`src/rtl/serial_sub_pkg.sv`:
```
// Shared definitions for the bit-serial subtractor: FSM state encoding and default width.
package serial_sub_pkg;

  localparam int unsigned DefaultWidth = 8;

  typedef enum logic [1:0] {
    IDLE  = 2'd0,
    SHIFT = 2'd1,
    DONE  = 2'd2
  } state_e;

endpackage

```
`src/rtl/full_subtractor.sv`:
```
// One-bit full subtractor: D = A - B - Bin, Bout set when the bit borrows.
module full_subtractor (
  input  logic A,
  input  logic B,
  input  logic Bin,
  output logic D,
  output logic Bout
);

  always_comb begin
    D    = A ^ B ^ Bin;
    Bout = (~A & B) | (~(A ^ B) & Bin);
  end

endmodule

```
`src/rtl/serial_subtractor.sv`:
```
// Bit-serial subtractor: one bit per cycle LSB-first, result registered on completion.
module serial_subtractor
  import serial_sub_pkg::*;
#(
  parameter int unsigned WIDTH = DefaultWidth
) (
  input  logic             clk,
  input  logic             rst_n,
  input  logic             start,
  input  logic [WIDTH-1:0] A,
  input  logic [WIDTH-1:0] B,
  input  logic             Bin,
  output logic             busy,
  output logic             done,
  output logic [WIDTH-1:0] D,
  output logic             Bout,
  output logic             Z
);

  localparam int unsigned CntW = $clog2(WIDTH) + 1;
  localparam logic [CntW-1:0] CntLast = CntW'(WIDTH - 1);

  state_e           state_q, state_d;
  logic [WIDTH-1:0] a_q, a_d;
  logic [WIDTH-1:0] b_q, b_d;
  logic [WIDTH-1:0] res_q, res_d;
  logic             br_q, br_d;
  logic [CntW-1:0]  cnt_q, cnt_d;
  logic             busy_q, busy_d;
  logic             done_q, done_d;
  logic [WIDTH-1:0] d_q, d_d;
  logic             bout_q, bout_d;
  logic             z_q, z_d;

  logic             fs_d;
  logic             fs_bout;

  full_subtractor u_full_subtractor (
    .A    (a_q[0]),
    .B    (b_q[0]),
    .Bin  (br_q),
    .D    (fs_d),
    .Bout (fs_bout)
  );

  always_comb begin
    state_d = state_q;
    a_d     = a_q;
    b_d     = b_q;
    res_d   = res_q;
    br_d    = br_q;
    cnt_d   = cnt_q;
    busy_d  = busy_q;
    done_d  = 1'b0;
    d_d     = d_q;
    bout_d  = bout_q;
    z_d     = z_q;

    unique case (state_q)
      IDLE: begin
        if (start) begin
          a_d     = A;
          b_d     = B;
          br_d    = Bin;
          res_d   = '0;
          cnt_d   = '0;
          busy_d  = 1'b1;
          state_d = SHIFT;
        end
      end
      SHIFT: begin
        // Difference bit enters at the MSB so the LSB lands at bit 0 after WIDTH shifts.
        res_d = {fs_d, res_q[WIDTH-1:1]};
        a_d   = a_q >> 1;
        b_d   = b_q >> 1;
        br_d  = fs_bout;
        cnt_d = cnt_q + CntW'(1);
        if (cnt_q == CntLast) begin
          state_d = DONE;
        end
      end
      DONE: begin
        d_d     = res_q;
        bout_d  = br_q;
        z_d     = (res_q == '0);
        done_d  = 1'b1;
        busy_d  = 1'b0;
        state_d = IDLE;
      end
      default: state_d = IDLE;
    endcase
  end

  always_ff @(posedge clk or negedge rst_n) begin
    if (!rst_n) begin
      state_q <= IDLE;
      a_q     <= '0;
      b_q     <= '0;
      res_q   <= '0;
      br_q    <= 1'b0;
      cnt_q   <= '0;
      busy_q  <= 1'b0;
      done_q  <= 1'b0;
      d_q     <= '0;
      bout_q  <= 1'b0;
      z_q     <= 1'b0;
    end else begin
      state_q <= state_d;
      a_q     <= a_d;
      b_q     <= b_d;
      res_q   <= res_d;
      br_q    <= br_d;
      cnt_q   <= cnt_d;
      busy_q  <= busy_d;
      done_q  <= done_d;
      d_q     <= d_d;
      bout_q  <= bout_d;
      z_q     <= z_d;
    end
  end

  assign busy = busy_q;
  assign done = done_q;
  assign D    = d_q;
  assign Bout = bout_q;
  assign Z    = z_q;

endmodule

```
`config.mk`:
```
export PLATFORM = sky130hd
export DESIGN_NAME = serial_subtractor
export DESIGN_NICKNAME = d
export VERILOG_FILES = /design/src/rtl/serial_sub_pkg.sv /design/src/rtl/full_subtractor.sv /design/src/rtl/serial_subtractor.sv
export SDC_FILE = /design/constraint.sdc
export NUM_CORES = 1
export LEC_CHECK = 0
export CAP_MARGIN = 20
export CORE_MARGIN = 2
export CORE_UTILIZATION = 52
export DETAILED_ROUTE_END_ITERATION = 8
export PLACE_DENSITY = 0.79
export SLEW_MARGIN = 25
export SYNTH_ARGS = -nofsm -noshare
export SYNTH_HDL_FRONTEND = slang
export SYNTH_SLANG_ARGS = --single-unit
```
`constraint.sdc`:
```
create_clock -name clk -period 1.69 [get_ports clk]
set_input_delay 0.2535 -clock clk [delete_from_list [all_inputs] [get_ports clk]]
set_output_delay 0.2535 -clock clk [all_outputs]
set_load 0.005 [all_outputs]
```
---- Yosys cells after proc, flatten, opt, wreduce, memory -nomap -nowiden ----
Index checks and enable logic that the tools add are counted.
W data, S select, Z words.
cells by class
  bitwise gates (word level) .............. 7
  add/subtract/negate cells ............... 1
  mux-type cells .......................... 16
  reductions and logical operators ........ 7
  equal/unequal tests ..................... 5
operator list
  cell                   count
  $pmux W8 S2            3
  $mux W8                3
  $logic_not A8 Y1       1
  $pmux W4 S2            1
  $reduce_and A2 Y1      3
  $add A4 B1 Y4 const B  1
  $eq A4 B3 Y1 const B   1
  $mux W2                2
  $mux W4                1
  $ne A2 B2 Y1 const B   2
  $pmux W1 S2            2
  $pmux W2 S2            1
  $reduce_bool A2 Y1     2
  $mux W1                3
  $and A1 B1 Y1          2
  $eq A2 B1 Y1 const B   1
  $eq A2 B2 Y1 const B   1
  $logic_not A2 Y1       1
  $not A1 Y1             2
  $xor A1 B1 Y1          2
  $or A1 B1 Y1           1
storage, ports and cells
  output and inout port bits .............. 12
  bits in registers ....................... 43

---- Depth between registers and ports, before layout ----
  depth in word-level cells ............... 5
  mapped depth ............................ 5
  mapped depth without buffers ............ 5

---- Cells and area by module ----
Synthesis repeated with hierarchy kept, for this count alone.
second synthesis, totals
  cells, all modules ...................... 172
  area total of the unflattened synthesis .. 1900.6 µm²
by module, submodules not included
  module             cells an instance  area an instance (µm²)  sequential area each (µm²)  instances
  serial_subtractor  168                1869.3                  1076.0                      1
  full_subtractor    4                  31.3                    0.0                         1

---- Worst setup path after synthesis ----
OpenSTA, ideal clock, no wires.
  path type ............................... register to register
  start point ............................. register state_q[0]
  end point ............................... register d_q[3] (netlist: D[3])
  data arrival time ....................... 1.059 ns
  library setup time ...................... 0.125 ns
  buffers on the path ..................... 1
  required time ........................... 1.565 ns
  path slack .............................. 0.506 ns
  stages on the path, launching flop included .. 4
  path through ............................ dfrtp_1 -> nand2b_4 -> buf_4 -> mux2_2
on the way
  word-level cells in the longest chain between the ends .. 1
ends and longest elaborated chain
  item                    RTL line                  text
  start, declared         serial_subtractor.sv:23   state_e state_q, state_d;
  start signal, assigned  serial_subtractor.sv:108  state_q <= state_d;
  $eq A2 B2 Y1            serial_subtractor.sv:59   unique case (state_q)
  end signal, assigned    serial_subtractor.sv:104  d_q <= '0;
  end signal, assigned    serial_subtractor.sv:116  d_q <= d_d;
  end, declared           serial_subtractor.sv:31   logic [WIDTH-1:0] d_q, d_d;
Every way passes these cells.
A chain may end at the register's enable or synchronous reset.

---- Worst setup path in the final report ----
  start point ............................. register d_q[0] (netlist: D[0])
  end point ............................... output D[0]
RTL lines
  item           RTL line                 text
  end, declared  serial_subtractor.sv:15  output logic [WIDTH-1:0] D,
No word-level cell between the ends.

==> qor.csv <==
stage,metric,value,unit
synthesis,synthesized_netlist_cell_count,173,
timing,max_freq,0.682,GHz
grt,track_usage,0.207,
setup_path,crit_type,reg2out,
setup_path,critical_path_arrival,1.21,ns
cells_and_area,finish.net_count,231,
detailed_routing,drc,0,
detailed_routing,drtAntennaViolNets,0,
setup_path,end_kind,output pin,
cells_and_area,final_core_util,0.686,
cells_and_area,syn2layout_area_growth,24.0,%
outcome,status,"finished, final reports clean",
synthesis,yosys.area.top_type,sky130_fd_sc_hd__dfrtp_1,
placed_design,finalWeightedCongestion,0.753,
cts,cts_num_sinks,43,
grt,first_global_vias,1434,
floorplan,count_of_standard_cell_rows,21,
grt,antenna_found_initial,0,
pwr,p_per_area,1560,nW/um^2
timing,finalCriticalPeriod,1.47,ns
detailed_routing,firstDrtPassIters,4,
cts,clk-insertion-delay-late,0.34,ns
timing,worst-slew-pin-transition,0.278,ns
grt,first_pass_grt_wire_length,6510,um
detailed_routing,detailedRoute.firstIterationViolations,80,
synthesis,synth-seq-area-share,0.574,
synthesis,ys.warnings.count,0,
setup_path,critical_path.max_stage_delay,0.50,ns
timing,fin_worst_hold_slack,0.408,ns
floorplan,die_height,64.0,um
pwr,worst_ir_drop_vdd,0.697,mV
cts,clk_pin_slew_worst_paths,0.13,ns
setup_path,cp_cell_sequence,clkdlybuf4s50_1,
pwr,internal_power_component,2.34,mW
grt,maximum_number_of_pins_on_one_net_before_global_route_repair,44,
placed_design,place_hpwl,2690,um
floorplan,dieArea,4100,um^2
grt,grtUsageMet2,0.384,
timing,maxSlewHeadroom,0.815,
synthesis,synth.lib_cells_used.distinct,27,
cts,h-tree-depth,2,
pwr,reported_leakage_power,1.05,nW
timing,timing.final.hold_violations,0,
cts,cts_buffers,5,
setup_path,path_max_fanout,2,
pwr,share_comb_of_total_power,0.390,
timing,grt_setup_unrepaired,no,
min_path,timing.hold.worst.class,in2async,
synthesis,syn_avg_cell_area,10.8,um^2
synthesis,synth_top_cells_by_area,"sky130_fd_sc_hd__dfrtp_1, sky130_fd_sc_hd__a31oi_1, sky130_fd_sc_hd__mux2_2, sky130_fd_sc_hd__and2_1, sky130_fd_sc_hd__nand2_1",
synthesis,area_of_the_mapped_netlist,1870,um^2
setup_path,timing.critical_path.max_delay_family,buffers and inverters,
timing,min_period_over_period,0.867,
floorplan,die_width,64.0,um
detailed_routing,num_vias,1439,
timing,timing.setup.tns,0,ns
detailed_routing,detail_route.wirelength,3790,um
synthesis,synthesis.nets,195,
cells_and_area,n_fill_cell,248,
cts,postCtsSetupBuffers,0,
job,maxCapViolCount,0,
floorplan,floorplan.io_pins,32,
cells_and_area,antenna_cells_inserted,0,
synthesis,synth_top_area_frac,0.574,
cts,tritoncts_clock_tree,yes,
setup_path,worst_path_max_delay_cell,sky130_fd_sc_hd__clkdlybuf4s50_1,
timing,report.final.slew_viol_count,0,
cts,ctsLongestPathBuffers,2,
setup_path,timing.critical_path.required,1.44,ns
detailed_routing,post_dr_vias_cell,5.62,
setup_path,crit_start_category,flop,
grt,grt_overflow,0,
grt,grt_busiest_layer,met2,
cts,cts_root_buffer,sky130_fd_sc_hd__clkbuf_4,
pwr,power_frac_clock,0.134,
floorplan,start_util,0.553,
timing,setup_violations_final,0,
pwr,pwr-share-seq,0.477,
grt,use_met1,0.233,
pwr,switchingPower,1.28,mW
synthesis,synth-seq-cells,43,
cells_and_area,layout_cell_share_with_drive_strength_beyond_1,0.129,
floorplan,core_area,3390,um^2
timing,fin_skew,0.00874,ns
setup_path,critical_path.n_buffers_inverters,1,
grt,grtUsageMet3,0.0405,
pwr,sw_frac,0.354,
detailed_routing,routed_len_inst,14.8,um
placed_design,portbufs,31,
## power groups by stage
stage / Clock [mW] / Sequential [mW] / Combinational (mW)
final: 0.485 / 1.73 / 1.41
after global routing: 0.550 / 1.79 / 1.59
after CTS: 0.494 / 1.73 / 1.43
after detailed placement: 0 / 1.75 / 1.42
after global placement: 0 / 1.72 / 1.34
after floorplan: 0 / 1.67 / 0.941
## synthesized netlist by cell type (all sizes together)
cell	instances
ha	1
o21ai	19
fa	1
clkbuf	1
mux2i	1
a31oi	16
and2	14
o22ai	2
inv	4
nor4	2
dfrtp	43
mux2	8
nand2	22
o21bai	1
nor2	5
buf	10
a21oi	4
a41oi	1
nor3	1
nand3	1
a22o	9
nand2b	2
nor2b	5
## cell usage in the layout, fill, tap and decap left out, types with 2 or more instances in the layout
cell type and count:
sky130_fd_sc_hd__clkbuf_4 5, sky130_fd_sc_hd__a31oi_1 16, sky130_fd_sc_hd__dfrtp_1 43, sky130_fd_sc_hd__nor2b_1 5, sky130_fd_sc_hd__buf_4 6, sky130_fd_sc_hd__a22o_1 9, sky130_fd_sc_hd__inv_1 3, sky130_fd_sc_hd__o21ai_0 16
sky130_fd_sc_hd__clkdlybuf4s50_1 30, sky130_fd_sc_hd__nand2_1 22, sky130_fd_sc_hd__and2_1 14, sky130_fd_sc_hd__a21oi_1 4, sky130_fd_sc_hd__nor4_1 2, sky130_fd_sc_hd__o21ai_1 3, sky130_fd_sc_hd__o22ai_1 2, sky130_fd_sc_hd__buf_12 2
sky130_fd_sc_hd__nor2_1 5, sky130_fd_sc_hd__mux2_2 8
## cell type report
cell class / instances / area (um^2) / area share
clock buffer: 6 / 41.3 / 0.0178
clock inverter: 2 / 12.5 / 0.00538
inverter: 4 / 15.0 / 0.00646
multi-input combinational: 115 / 722 / 0.311
sequential: 43 / 1080 / 0.463
tap: 46 / 57.6 / 0.0248
timing repair buffer: 40 / 400 / 0.172
## routing by layer
metal	routed length [um]	up-vias
li1	-	680
met1	1550	709
met2	2020	43
met3	175	7
met4	42	0
met5	0	-
## registers in the layout, indices dropped and copies added (netlist names)
register,flops
busy,1
done,1
cnt_q,4
b_q,8
Z,1
br_q,1
a_q,8
D,8
state_q,2
Bout,1
res_q,8
## worst paths after layout
check                            from        to  slack, ns  cells past startpoint
hold reg to reg                a_q[6]    a_q[6]       0.49                      2
setup reg to reg           state_q[0]  res_q[2]       0.33                      4
max in group asynchronous       rst_n    b_q[7]       1.08                      3
hold / removal                  rst_n      D[5]       0.41                      3
setup / recovery                 D[0]      D[0]       0.22                      1
min in group clk               a_q[6]    a_q[6]       0.49                      2
## kinds of logic (layout without fill, tap and decap cells)
logic type | Yosys count | in the layout | share of synthesized area
AOI/OAI and AO/OA | 52 | 52 | 0.174
adders and majority gates | 2 | 2 | 0.0174
buffers and inverters | 15 | 52 | 0.0407
DFF | 43 | 43 | 0.574
muxes | 9 | 9 | 0.0534
and+or+nand+nor | 52 | 52 | 0.140
## stage by stage
step           cell area (um^2)  worst slack, ns  total power, mW  instances
6_report                   2320            0.225             3.62        256
5_1_grt                    2320            0.137             3.93        256
4_1_cts                    2320            0.198             3.65        256
3_5_place_dp               2260            0.159             3.17        247
3_3_place_gp               2260            0.232             3.06        247
2_1_floorplan              1870            0.506             2.61        173
## repair_timing
item | CTS | global route
endpoints found under the hold margin | 43 | 0
resized for setup | 0 | 0
hold buffers | 1 | 0
endpoints found under the setup margin | 0 | 0
Power figures use the tool's default switching activity.
